`config.mk`:
```
export PLATFORM = sky130hd
export DESIGN_NAME = debounce_edge_detector
export DESIGN_NICKNAME = d
export VERILOG_FILES = /design/src/rtl/debounce_edge_detector_pkg.sv /design/src/rtl/debounce_edge_detector_sync_chain.sv /design/src/rtl/debounce_edge_detector.sv
export SDC_FILE = /design/constraint.sdc
export NUM_CORES = 1
export LEC_CHECK = 0
export CORE_AREA = 2 2 39 41
export CTS_CLUSTER_SIZE = 28
export DETAILED_ROUTE_END_ITERATION = 6
export DIE_AREA = 0 0 41 43
export HOLD_SLACK_MARGIN = 0.03
export PLACE_DENSITY = 0.66
export SKIP_LAST_GASP = 1
export SLEW_MARGIN = 10
export SYNTH_ARGS = -nofsm -noshare
export SYNTH_HDL_FRONTEND = slang
export SYNTH_SLANG_ARGS = --single-unit
```
`constraint.sdc`:
```
create_clock -name clk -period 3.6 [get_ports clk]
set_input_delay 0.72 -clock clk [delete_from_list [all_inputs] [get_ports clk]]
set_output_delay 0.72 -clock clk [all_outputs]
set_load 0.02 [all_outputs]
```
`src/rtl/debounce_edge_detector_pkg.sv`:
```
// ---------------------------------------------------------------------------
// debounce_edge_detector_pkg
//   Shared definitions for the debounce / edge-detect block.
//   - state_t : FSM state encoding. Gray ordered around the cycle
//               IDLE_LOW -> WAIT_HIGH -> IDLE_HIGH -> WAIT_LOW -> IDLE_LOW,
//               so every legal transition flips exactly one state bit.
//   - is_wait : true while a candidate level change is being qualified.
//   - state_level : debounced level implied by a state (bit 1 of the code).
// ---------------------------------------------------------------------------
package debounce_edge_detector_pkg;

  typedef enum logic [1:0] {
    ST_IDLE_LOW  = 2'b00,
    ST_WAIT_HIGH = 2'b01,
    ST_IDLE_HIGH = 2'b11,
    ST_WAIT_LOW  = 2'b10
  } state_t;

  // WAIT_HIGH (01) and WAIT_LOW (10) are the two codes whose bits differ.
  function automatic logic is_wait(input state_t st);
    return (st == ST_WAIT_HIGH) || (st == ST_WAIT_LOW);
  endfunction

  // In both states of the "high" half of the cycle (IDLE_HIGH, WAIT_LOW)
  // the accepted level is still 1; the Gray code puts that in bit 1.
  function automatic logic state_level(input state_t st);
    return (st == ST_IDLE_HIGH) || (st == ST_WAIT_LOW);
  endfunction

endpackage

```
`src/rtl/debounce_edge_detector_sync_chain.sv`:
```
// ---------------------------------------------------------------------------
// sync_chain
//   Reusable N-flop synchroniser bringing an asynchronous bit into the clk
//   domain. d is sampled by the first flop; q is the output of the last.
//   Ports:
//     clk           in  1  sampling clock
//     async_reset_n in  1  asynchronous active-low reset, clears every flop
//     d             in  1  asynchronous input
//     q             out 1  synchronised output, STAGES cycles behind d
//   Parameters:
//     STAGES  number of flops, must be >= 2
// ---------------------------------------------------------------------------
module sync_chain #(
  parameter int STAGES = 2
) (
  input  logic clk,
  input  logic async_reset_n,
  input  logic d,
  output logic q
);

  logic [STAGES-1:0] sync_p;

  // Shift register: sync_p[0] is the metastability-exposed flop, the
  // remaining flops give it time to resolve before the value is used.
  always_ff @(posedge clk or negedge async_reset_n) begin
    if (!async_reset_n) begin
      sync_p <= '0;
    end else begin
      sync_p <= {sync_p[STAGES-2:0], d};
    end
  end

  assign q = sync_p[STAGES-1];

endmodule

```
`src/rtl/debounce_edge_detector.sv`:
```
// ---------------------------------------------------------------------------
// debounce_edge_detector
//   Conditions a raw asynchronous input (push-button / external pin).
//   The input is synchronised, then a 4-state FSM accepts a level change
//   only after DEBOUNCE_CYCLES consecutive identical synchronised samples.
//   The accepted level drives q; one-cycle rise/fall pulses mark changes.
//
//   Ports:
//     clk            in  1  single clock, rising edge
//     async_reset_n  in  1  asynchronous active-low reset
//     din            in  1  raw asynchronous input, may bounce
//     q              out 1  debounced level, registered
//     rise_pulse     out 1  one-cycle pulse when q goes 0->1
//     fall_pulse     out 1  one-cycle pulse when q goes 1->0
//     busy           out 1  high while a candidate change is qualifying
//
//   Parameters:
//     SYNC_STAGES      synchroniser depth, >= 2
//     DEBOUNCE_CYCLES  consecutive samples needed to accept a change, >= 1
//
//   Latency: q changes on the (SYNC_STAGES+DEBOUNCE_CYCLES)-th rising edge
//   that samples din at its new value.
// ---------------------------------------------------------------------------
module debounce_edge_detector
  import debounce_edge_detector_pkg::*;
#(
  parameter int SYNC_STAGES     = 2,
  parameter int DEBOUNCE_CYCLES = 4
) (
  input  logic clk,
  input  logic async_reset_n,
  input  logic din,
  output logic q,
  output logic rise_pulse,
  output logic fall_pulse,
  output logic busy
);

  localparam int CNT_WIDTH = $clog2(DEBOUNCE_CYCLES + 1);
  localparam logic [CNT_WIDTH-1:0] CNT_ONE  = CNT_WIDTH'(1);
  localparam logic [CNT_WIDTH-1:0] CNT_LAST = CNT_WIDTH'(DEBOUNCE_CYCLES - 1);
  // With a single required sample there is nothing to qualify: the first
  // differing sample flips q directly and the WAIT states are never used.
  localparam bit DIRECT_FLIP = (DEBOUNCE_CYCLES == 1);

  logic                 sync_in;
  state_t               state;
  state_t               state_nxt;
  logic [CNT_WIDTH-1:0] cnt;
  logic [CNT_WIDTH-1:0] cnt_nxt;
  logic                 q_nxt;
  logic                 rise_nxt;
  logic                 fall_nxt;
  logic                 busy_nxt;

  // ---- stage 0: synchronise din into the clk domain ----
  sync_chain #(
    .STAGES (SYNC_STAGES)
  ) u_sync (
    .clk           (clk),
    .async_reset_n (async_reset_n),
    .d             (din),
    .q             (sync_in)
  );

  // ---- stage 1: qualification FSM, next-state and output decode ----
  always_comb begin
    state_nxt = state;
    cnt_nxt   = cnt;
    q_nxt     = q;
    rise_nxt  = 1'b0;
    fall_nxt  = 1'b0;

    unique case (state)
      ST_IDLE_LOW: begin
        if (sync_in) begin
          if (DIRECT_FLIP) begin
            state_nxt = ST_IDLE_HIGH;
            q_nxt     = 1'b1;
            rise_nxt  = 1'b1;
            cnt_nxt   = '0;
          end else begin
            // This sample is the first of the run.
            state_nxt = ST_WAIT_HIGH;
            cnt_nxt   = CNT_ONE;
          end
        end
      end

      ST_WAIT_HIGH: begin
        if (!sync_in) begin
          // Bounce: drop the candidate, restart from scratch next time.
          state_nxt = ST_IDLE_LOW;
          cnt_nxt   = '0;
        end else if (cnt == CNT_LAST) begin
          state_nxt = ST_IDLE_HIGH;
          q_nxt     = 1'b1;
          rise_nxt  = 1'b1;
          cnt_nxt   = '0;
        end else begin
          cnt_nxt = cnt + CNT_ONE;
        end
      end

      ST_IDLE_HIGH: begin
        if (!sync_in) begin
          if (DIRECT_FLIP) begin
            state_nxt = ST_IDLE_LOW;
            q_nxt     = 1'b0;
            fall_nxt  = 1'b1;
            cnt_nxt   = '0;
          end else begin
            state_nxt = ST_WAIT_LOW;
            cnt_nxt   = CNT_ONE;
          end
        end
      end

      ST_WAIT_LOW: begin
        if (sync_in) begin
          state_nxt = ST_IDLE_HIGH;
          cnt_nxt   = '0;
        end else if (cnt == CNT_LAST) begin
          state_nxt = ST_IDLE_LOW;
          q_nxt     = 1'b0;
          fall_nxt  = 1'b1;
          cnt_nxt   = '0;
        end else begin
          cnt_nxt = cnt + CNT_ONE;
        end
      end

      default: begin
        state_nxt = ST_IDLE_LOW;
        cnt_nxt   = '0;
        q_nxt     = 1'b0;
      end
    endcase

    // busy is registered alongside state, so decode it from the next state.
    busy_nxt = is_wait(state_nxt);
  end

  // ---- stage 2: state, counter and output registers ----
  always_ff @(posedge clk or negedge async_reset_n) begin
    if (!async_reset_n) begin
      state      <= ST_IDLE_LOW;
      cnt        <= '0;
      q          <= 1'b0;
      rise_pulse <= 1'b0;
      fall_pulse <= 1'b0;
      busy       <= 1'b0;
    end else begin
      state      <= state_nxt;
      cnt        <= cnt_nxt;
      q          <= q_nxt;
      rise_pulse <= rise_nxt;
      fall_pulse <= fall_nxt;
      busy       <= busy_nxt;
    end
  end

endmodule
```
Word level (Yosys, flattened, before mapping)
Cells that the tools add are included.
{"block": "word_totals", "regBits": 11, "in_bits": 3, "output_inout_bits": 4, "wordCells": 48}
{"block": "op_classes", "addsub": 1, "eq_ne": 12, "muxes": 23, "n_reduce_logical": 5}
{"op": "3-bit 2-to-1 mux", "count": 5}
{"op": "2-bit 2-to-1 mux", "count": 6}
{"op": "3-bit case mux with 4 select lines", "count": 1}
{"op": "1-bit 2-to-1 mux", "count": 9}
{"op": "2-bit != test (second input constant)", "count": 4}
{"op": "2-bit case mux with 4 select lines", "count": 1}
{"op": "2-bit equality test (second input constant)", "count": 3}
{"op": "5-bit AND reduction", "count": 1}
{"op": "2-bit by 1-bit equality test with 1-bit output (second input constant)", "count": 2}
{"op": "2-bit by 1-bit != test with 1-bit output (second input constant)", "count": 2}
{"op": "3-bit by 1-bit adder with 3-bit output (second input constant)", "count": 1}
{"op": "3-bit by 2-bit equality test with 1-bit output (second input constant)", "count": 1}
{"op": "2-bit zero test", "count": 1}
{"op": "1-bit case mux with 2 select lines", "count": 1}
{"op": "2-bit AND reduction", "count": 1}
{"op": "2-bit nonzero test", "count": 1}
{"op": "1-bit logical OR", "count": 1}

Longest topological paths before layout
Gate-level depths: netlist of the first run.
{"block": "logic_depth", "depth_word": 6, "depth_mapped": 6}

Hierarchy
A second synthesis of the first run with hierarchy kept.
{"block": "hier_totals", "cells_unflattened": 56, "hier_area_um2": 590.6}
{"module": "debounce_edge_detector", "n_inst": 1, "cells_each": 54, "area_per_inst_um2": 540.5}
{"module": "sync_chain", "n_inst": 1, "cells_each": 2, "area_per_inst_um2": 50.0}

Worst setup path after synthesis of the first run
No wires, ideal clock.
{"block": "synth_timing", "kind": "register to register", "from": "register state[1]", "to": "register busy", "arrival_time_ps": 1524, "setup_slack_ps": 1954, "stages_incl_launch_ff": 7, "path_buffers": 0, "period_less_slack_ps": 1646, "path_cell_list": "dfrtp_1 inv_1 ha_1 and4b_4 a211o_1 a32o_2 xor2_1"}
{"block": "synth_via", "elab_chain_len": 5}
{"element": "from (decl)", "line_no": "debounce_edge_detector.sv:47", "source": "state_t state;"}
{"element": "from (signal assigned)", "line_no": "debounce_edge_detector.sv:154", "source": "state <= state_nxt;"}
{"element": "2-bit 2-to-1 mux (on tied branches)", "line_no": "debounce_edge_detector.sv:123, debounce_edge_detector.sv:95"}
{"element": "2-bit 2-to-1 mux (on tied branches)", "line_no": "debounce_edge_detector.sv:120, debounce_edge_detector.sv:91"}
{"element": "2-bit case mux with 4 select lines *", "line_no": "debounce_edge_detector.sv:74", "source": "unique case (state)"}
{"element": "net state_nxt[1]", "line_no": "debounce_edge_detector.sv:48", "source": "state_t state_nxt;"}
{"element": "2-bit by 1-bit equality test with 1-bit output / 2-bit equality test (equally long branches)", "line_no": "debounce_edge_detector_pkg.sv:21", "source": "return (st == ST_WAIT_HIGH) || (st == ST_WAIT_LOW);"}
{"element": "1-bit logical OR *", "line_no": "debounce_edge_detector_pkg.sv:21"}
{"element": "net busy_nxt", "line_no": "debounce_edge_detector.sv:54", "source": "logic busy_nxt;"}
{"element": "to (signal assigned)", "line_no": "debounce_edge_detector.sv:159", "source": "busy <= busy_nxt;"}
{"element": "to (decl)", "line_no": "debounce_edge_detector.sv:36", "source": "output logic busy"}
The timed path passes the listed nets; every way through them passes the cells marked *.
A chain may end at the register's enable or synchronous reset.

Worst setup path in the final report of the first run
{"block": "layout_timing", "from": "register q", "to": "output port q"}
{"element": "from (decl)", "line_no": "debounce_edge_detector.sv:33", "source": "output logic q,"}
{"element": "from (signal assigned)", "line_no": "debounce_edge_detector.sv:156", "source": "q <= q_nxt;"}
No word-level cell between the ends.

==> impl_metrics.yaml, run 1 <==
outcome:
  outcome: "finished, final reports clean"
critical_path:
  r2r_start: "state[1]$_DFF_PN0_"
  setup.worst_path.end_class: "primary output"
  worst-endpoint-required_ns: 2.88
  critPathArrivalTime_ns: 1.26
  worst-path-max-fanout: 3
  worst-r2r-cell-count: 6
  path_depth: 1
  critPathBufInv: 1
  critical_path_source_type: "register"
  worst_path_largest_cell_delay_ns: 0.61
  timing.rr.end: "busy$_DFF_PN0_"
  ff2ff_setup_slack_ns: 1.82
  crit_family: "buffers and inverters"
  crit_chain: "clkdlybuf4s50_1"
  timing.critical_path.from: "q$_DFFE_PN0P_"
  slowest_stage: "sky130_fd_sc_hd__clkdlybuf4s50_1"
  critPathKind: "reg -> out"
timing:
  fin_setup_tns_ns: 0
  rsz0062_at_grt: "no"
  finalWorstPathRequiredPeriod_ns: 1.979
  final-max-slew-violation-count: 0
  layout_worst_path_cycle_share: 0.5497
  report.final.setup_viol: 0
  worst_slew_pin_slew_ns: 0.5017
  finalHoldViolCount: 0
  worst_slew_margin_rel: 0.6645
  max_freq_mhz: 505.3
  clock_skew_after_layout_ns: 0.007161
clock_tree:
  path_clk_slew_ns: 0.07
  post_cts.repair.setup_buffers: 0
  h-tree-depth: 1
  tritoncts_buffers: 3
  clk-insertion-delay-late_ns: 0.28
  cts_root_buffer: "sky130_fd_sc_hd__clkbuf_4"
  cts-root-to-sink-buffers: 2
  clock_tree_from_tritoncts: "yes"
  cts_resized: 0
  cts_hold_buf: 0
  sinks_on_clock_net: 11
synth:
  yosys_warnings: 0
  summed_instance_area_of_the_synthesized_netlist_um2: 600.6
  async_flop_share: 1.000
  synth.net_count: 66
  synth-main-ff-cell: "sky130_fd_sc_hd__dfrtp_1"
  post_synth_num_cell_types: 24
  post_synth_inst_count: 57
  synthesis_stage_register_bit_count: 11
  synth_sequential_area_ratio: 0.4583
  average_cell_area_after_synthesis_um2: 10.54
  synth_enable_flop_cells: 0
routing:
  detail_route.first_pass.iterations: 4
  drt.antenna.violating_nets: 0
  routed_via_density: 5.524
  drc_errors: 0
  detailroute.via_count: 453
  detailed_router_s_first_iteration_violation_count: 13
  drt_wl_total_um: 1077
  wl_per_cell_um: 13.13
floorplan:
  pin_count: 7
  core_region_area_um2: 1384
  die_height_um: 43
  row_count: 14
  initial_core_util: 0.4340
  fp.dieW_um: 41
  floorplan.die_area_um2: 1763
power:
  leakagePower_nw: 0.3234
  power-per-cell-area_nw_per_um2: 622.3
  fin_total_pwr_mw: 0.4329
  max-vdd-ir-drop_mv: 0.2691
global_route:
  first_global_vias: 439
  grt_util_all_layers: 0.1626
  antenna_found_initial: 0
  global_route.overflow_total: 0
  first_pass_grt_wire_length_um: 1904
  grt_max_degree: 12
worst_hold_path:
  hp-class: "reg -> reg"
  worstHoldEndpoint: "u_sync.sync_p[1]$_DFF_PN0_"
  hold_path_depth: 0
  hold_start: "u_sync.sync_p[0]$_DFF_PN0_"
final_layout:
  commonest_non_fill_non_tap_cell_in_the_layout: "sky130_fd_sc_hd__dfrtp_1"
  nFillCells: 133
  fin_nets: 76
  diodes: 0
  share_of_layout_cells_above_drive_strength_1: 0.1061
  layout.cells.most_common_list: "sky130_fd_sc_hd__dfrtp_1 (11), sky130_fd_sc_hd__ha_1 (6), sky130_fd_sc_hd__clkdlybuf4s50_1 (6), sky130_fd_sc_hd__inv_1 (5), sky130_fd_sc_hd__nand2_1 (5)"
  area_growth_from_synthesis_to_final_layout_pct: 15.83
placement:
  io_buffers: 6
  dp_hpwl_um: 787.5
  routabilityCongestion: 0.8480
flow_run:
  cap_violations: 0
## worst max path at each step
stage,end
floorplan,busy$_DFF_PN0_
global placement,busy$_DFF_PN0_
detailed placement,busy$_DFF_PN0_
CTS,q
global route,q
finish,q
## cell families after synthesis
logic type / after synthesis / share of synthesized area
DFF: 11 / 0.4583
buffers and inverters: 6 / 0.05000
muxes: 3 / 0.05208
xor gates and xnor gates: 1 / 0.01459
AOI/OAI and AO/OA: 14 / 0.1604
and+or+nand+nor: 16 / 0.1396
adders and majority gates: 6 / 0.1250
## metrics by stage
step                      instance area, um2  hold WS (ns)  worst slack, ns  utilization  cells
after floorplan                        600.6        0.3312            1.954            -     57
after global placement                 669.4        0.3350            1.867       0.4837     78
after detailed placement               669.4        0.3355            1.844       0.4837     78
after CTS                              695.7        0.3613            1.620       0.5027     82
after global routing                   695.7        0.3744            1.571       0.5027     82
final                                  695.7        0.3545            1.621       0.5027     82
## power breakdown
| part | total (mW) | internal [mW] | switching, mW |
|---|---|---|---|
| sequential | 0.171 | 0.149 | 0.0215 |
| combinational | 0.176 | 0.0786 | 0.0975 |
| clock | 0.0860 | 0.0430 | 0.0430 |
| total | 0.433 | 0.271 | 0.162 |
## layout make-up
class	instances	area [um2]	share of cell area
clock buffers	4	26.28	0.03777
multi-input cells	40	295.3	0.4245
flip-flops and latches	11	275.3	0.3957
repair buffers	6	60.06	0.08633
inverters	5	18.77	0.02698
well taps	16	20.02	0.02878
## cell usage after synthesis (2+ instances only)
master,number,area [um2]
sky130_fd_sc_hd__o21ai_0,3,15.01
sky130_fd_sc_hd__inv_1,5,18.77
sky130_fd_sc_hd__a21oi_1,2,10.01
sky130_fd_sc_hd__mux2i_1,2,20.02
sky130_fd_sc_hd__nor2_1,4,15.01
sky130_fd_sc_hd__nand2_1,5,18.77
sky130_fd_sc_hd__ha_1,6,75.07
sky130_fd_sc_hd__a211oi_1,2,15.01
sky130_fd_sc_hd__dfrtp_1,11,275.3
sky130_fd_sc_hd__a31oi_1,3,18.77
## registers in the layout, summed over array words and instances (netlist names)
| register | cells |
|---|---|
| busy | 1 |
| u_sync.sync_p | 2 |
| cnt | 3 |
| state | 2 |
| fall_pulse | 1 |
| rise_pulse | 1 |
| q | 1 |
## per-layer routing
layer | global-route usage | up-vias | routed length (um) | share of wire
li1 | - | 219 | - | -
met1 | 0.2389 | 205 | 479 | 0.44
met2 | 0.2125 | 27 | 490 | 0.45
met3 | 0.04712 | 2 | 93 | 0.086
met4 | 0.08000 | 0 | 14 | 0.013
met5 | 0 | - | 0 | 0
(Power assumes the default switching activity.)
==> inputs of run 2 (changes only) <==
==> constraint.sdc (replaced) <==
create_clock -name clk -period 1.9 [get_ports clk]
set_input_delay 0.38 -clock clk [delete_from_list [all_inputs] [get_ports clk]]
set_output_delay 0.38 -clock clk [all_outputs]
set_load 0.02 [all_outputs]
==> run 2 against run 1 <==
Effect of this change: design area is 1.1% higher; via count decreased by 2.4%; first-iteration DRC count is 15% lower; non-clock buffer count up 1; routed wire length shrank 3.0%; global-route usage is 0.52 points lower; largest cell class unchanged.
==> impl_metrics.yaml, run 2 (synthesis gave the netlist of run 1 again) <==
global_route:
  grt_util_all_layers: 0.1574
  antenna_found_initial: 0
  grt_max_degree: 12
  first_global_vias: 409
  global_route.overflow_total: 0
  first_pass_grt_wire_length_um: 1787
routing:
  drt.antenna.violating_nets: 0
  detailroute.via_count: 442
  detail_route.first_pass.iterations: 4
  routed_via_density: 5.325
  wl_per_cell_um: 12.59
  drt_wl_total_um: 1045
  drc_errors: 0
  detailed_router_s_first_iteration_violation_count: 11
floorplan:
  die_height_um: 43
  initial_core_util: 0.4340
  floorplan.die_area_um2: 1763
  row_count: 14
  fp.dieW_um: 41
  pin_count: 7
  core_region_area_um2: 1384
critical_path:
  r2r_start: "state[1]$_DFF_PN0_"
  timing.rr.end: "busy$_DFF_PN0_"
  critical_path_source_type: "register"
  worst-path-max-fanout: 6
  ff2ff_setup_slack_ns: 0.14
  critPathArrivalTime_ns: 1.93
  setup.worst_path.end_class: "register"
  critPathKind: "reg -> reg"
  worst-r2r-cell-count: 6
  worst-endpoint-required_ns: 2.07
clock_tree:
  h-tree-depth: 1
  cts_root_buffer: "sky130_fd_sc_hd__clkbuf_4"
  clock_tree_from_tritoncts: "yes"
  post_cts.repair.setup_buffers: 0
  cts-root-to-sink-buffers: 2
  path_clk_slew_ns: 0.07
  cts_resized: 0
  cts_hold_buf: 0
  clk-insertion-delay-late_ns: 0.28
  sinks_on_clock_net: 11
  tritoncts_buffers: 3
power:
  power-per-cell-area_nw_per_um2: 1173
  leakagePower_nw: 0.3288
  max-vdd-ir-drop_mv: 0.6163
timing:
  fin_setup_tns_ns: 0
  layout_worst_path_cycle_share: 0.9238
  finalHoldViolCount: 0
  final-max-slew-violation-count: 0
  finalWorstPathRequiredPeriod_ns: 1.755
  report.final.setup_viol: 0
  worst_slew_pin_slew_ns: 0.5141
  worst_slew_margin_rel: 0.6562
  clock_skew_after_layout_ns: 0.004329
  max_freq_mhz: 569.7
  rsz0062_at_grt: "no"
final_layout:
  largest_register: "cnt"
  share_of_layout_cells_above_drive_strength_1: 0.1194
  diodes: 0
  top_regs: "cnt (3), state (2), u_sync.sync_p (2)"
  area_growth_from_synthesis_to_final_layout_pct: 17.08
  fin_nets: 77
  commonest_non_fill_non_tap_cell_in_the_layout: "sky130_fd_sc_hd__dfrtp_1"
  stdcell_count: 83
  number_of_flip_flops_under_the_largest_register_name: 3
  nFillCells: 131
  layout.cells.most_common_list: "sky130_fd_sc_hd__dfrtp_1 (11), sky130_fd_sc_hd__ha_1 (6), sky130_fd_sc_hd__clkdlybuf4s50_1 (6), sky130_fd_sc_hd__inv_1 (5), sky130_fd_sc_hd__nand2_1 (5)"
worst_hold_path:
  hold_path_depth: 0
  worstHoldEndpoint: "u_sync.sync_p[1]$_DFF_PN0_"
  hp-class: "reg -> reg"
  hold_start: "u_sync.sync_p[0]$_DFF_PN0_"
placement:
  routabilityCongestion: 0.8436
  dp_hpwl_um: 812.1
  numPlacedInstances: 79
  io_buffers: 6
flow_run:
  cap_violations: 0
outcome:
  outcome: "finished, final reports clean"
[run 2: report_power, final]
part	internal (mW)	switching, mW
clock	0.0817	0.0829
combinational	0.153	0.182
sequential	0.283	0.0415
total	0.518	0.307
[run 2: worst max-delay path, cell delays in order (launching register included)]
cell                      delay (ns)
sky130_fd_sc_hd__dfrtp_1        0.42
sky130_fd_sc_hd__inv_1          0.10
sky130_fd_sc_hd__ha_1           0.27
sky130_fd_sc_hd__and4b_4        0.22
sky130_fd_sc_hd__a211o_1        0.26
sky130_fd_sc_hd__a32o_2         0.23
sky130_fd_sc_hd__xor2_1         0.15
[run 2: worst max path at each step]
stage	from	end	slack [ns]	cells past startpoint
2_1_floorplan	state[1]$_DFF_PN0_	busy$_DFF_PN0_	0.25	6
3_3_place_gp	state[1]$_DFF_PN0_	busy$_DFF_PN0_	0.18	6
3_5_place_dp	state[1]$_DFF_PN0_	busy$_DFF_PN0_	0.16	6
4_1_cts	state[1]$_DFF_PN0_	busy$_DFF_PN0_	0.14	6
5_1_grt	state[1]$_DFF_PN0_	busy$_DFF_PN0_	0.04	6
6_report	state[1]$_DFF_PN0_	busy$_DFF_PN0_	0.14	6
[run 2: layer usage]
layer / track usage / share of wire
met1: 0.2000 / 0.47
met4: 0.08000 / 0.028
met5: 0 / 0
met2: 0.2219 / 0.45
met3: 0.06283 / 0.053
[run 2: through the flow]
| stage | area (um2) | power, mW | worst slack, ns | hold slack (ns) | util |
|---|---|---|---|---|---|
| 5_1_grt | 703.2 | 0.8865 | 0.03517 | 0.3716 | 0.5081 |
| 3_3_place_gp | 676.9 | 0.6655 | 0.1755 | 0.3336 | 0.4892 |
| 3_5_place_dp | 676.9 | 0.6642 | 0.1580 | 0.3387 | 0.4892 |
| 4_1_cts | 703.2 | 0.8315 | 0.1439 | 0.3543 | 0.5081 |
| 6_report | 703.2 | 0.8246 | 0.1448 | 0.3522 | 0.5081 |
| 2_1_floorplan | 600.6 | 0.5577 | 0.2543 | 0.08441 | - |
[run 2: layout make-up]
type	instances	area, um2	share of cell area
flip-flops and latches	11	275.3	0.3915
clock buffers	4	26.28	0.03737
repair buffers	7	67.56	0.09609
multi-input cells	40	295.3	0.4199
inverters	5	18.77	0.02669
well taps	16	20.02	0.02847
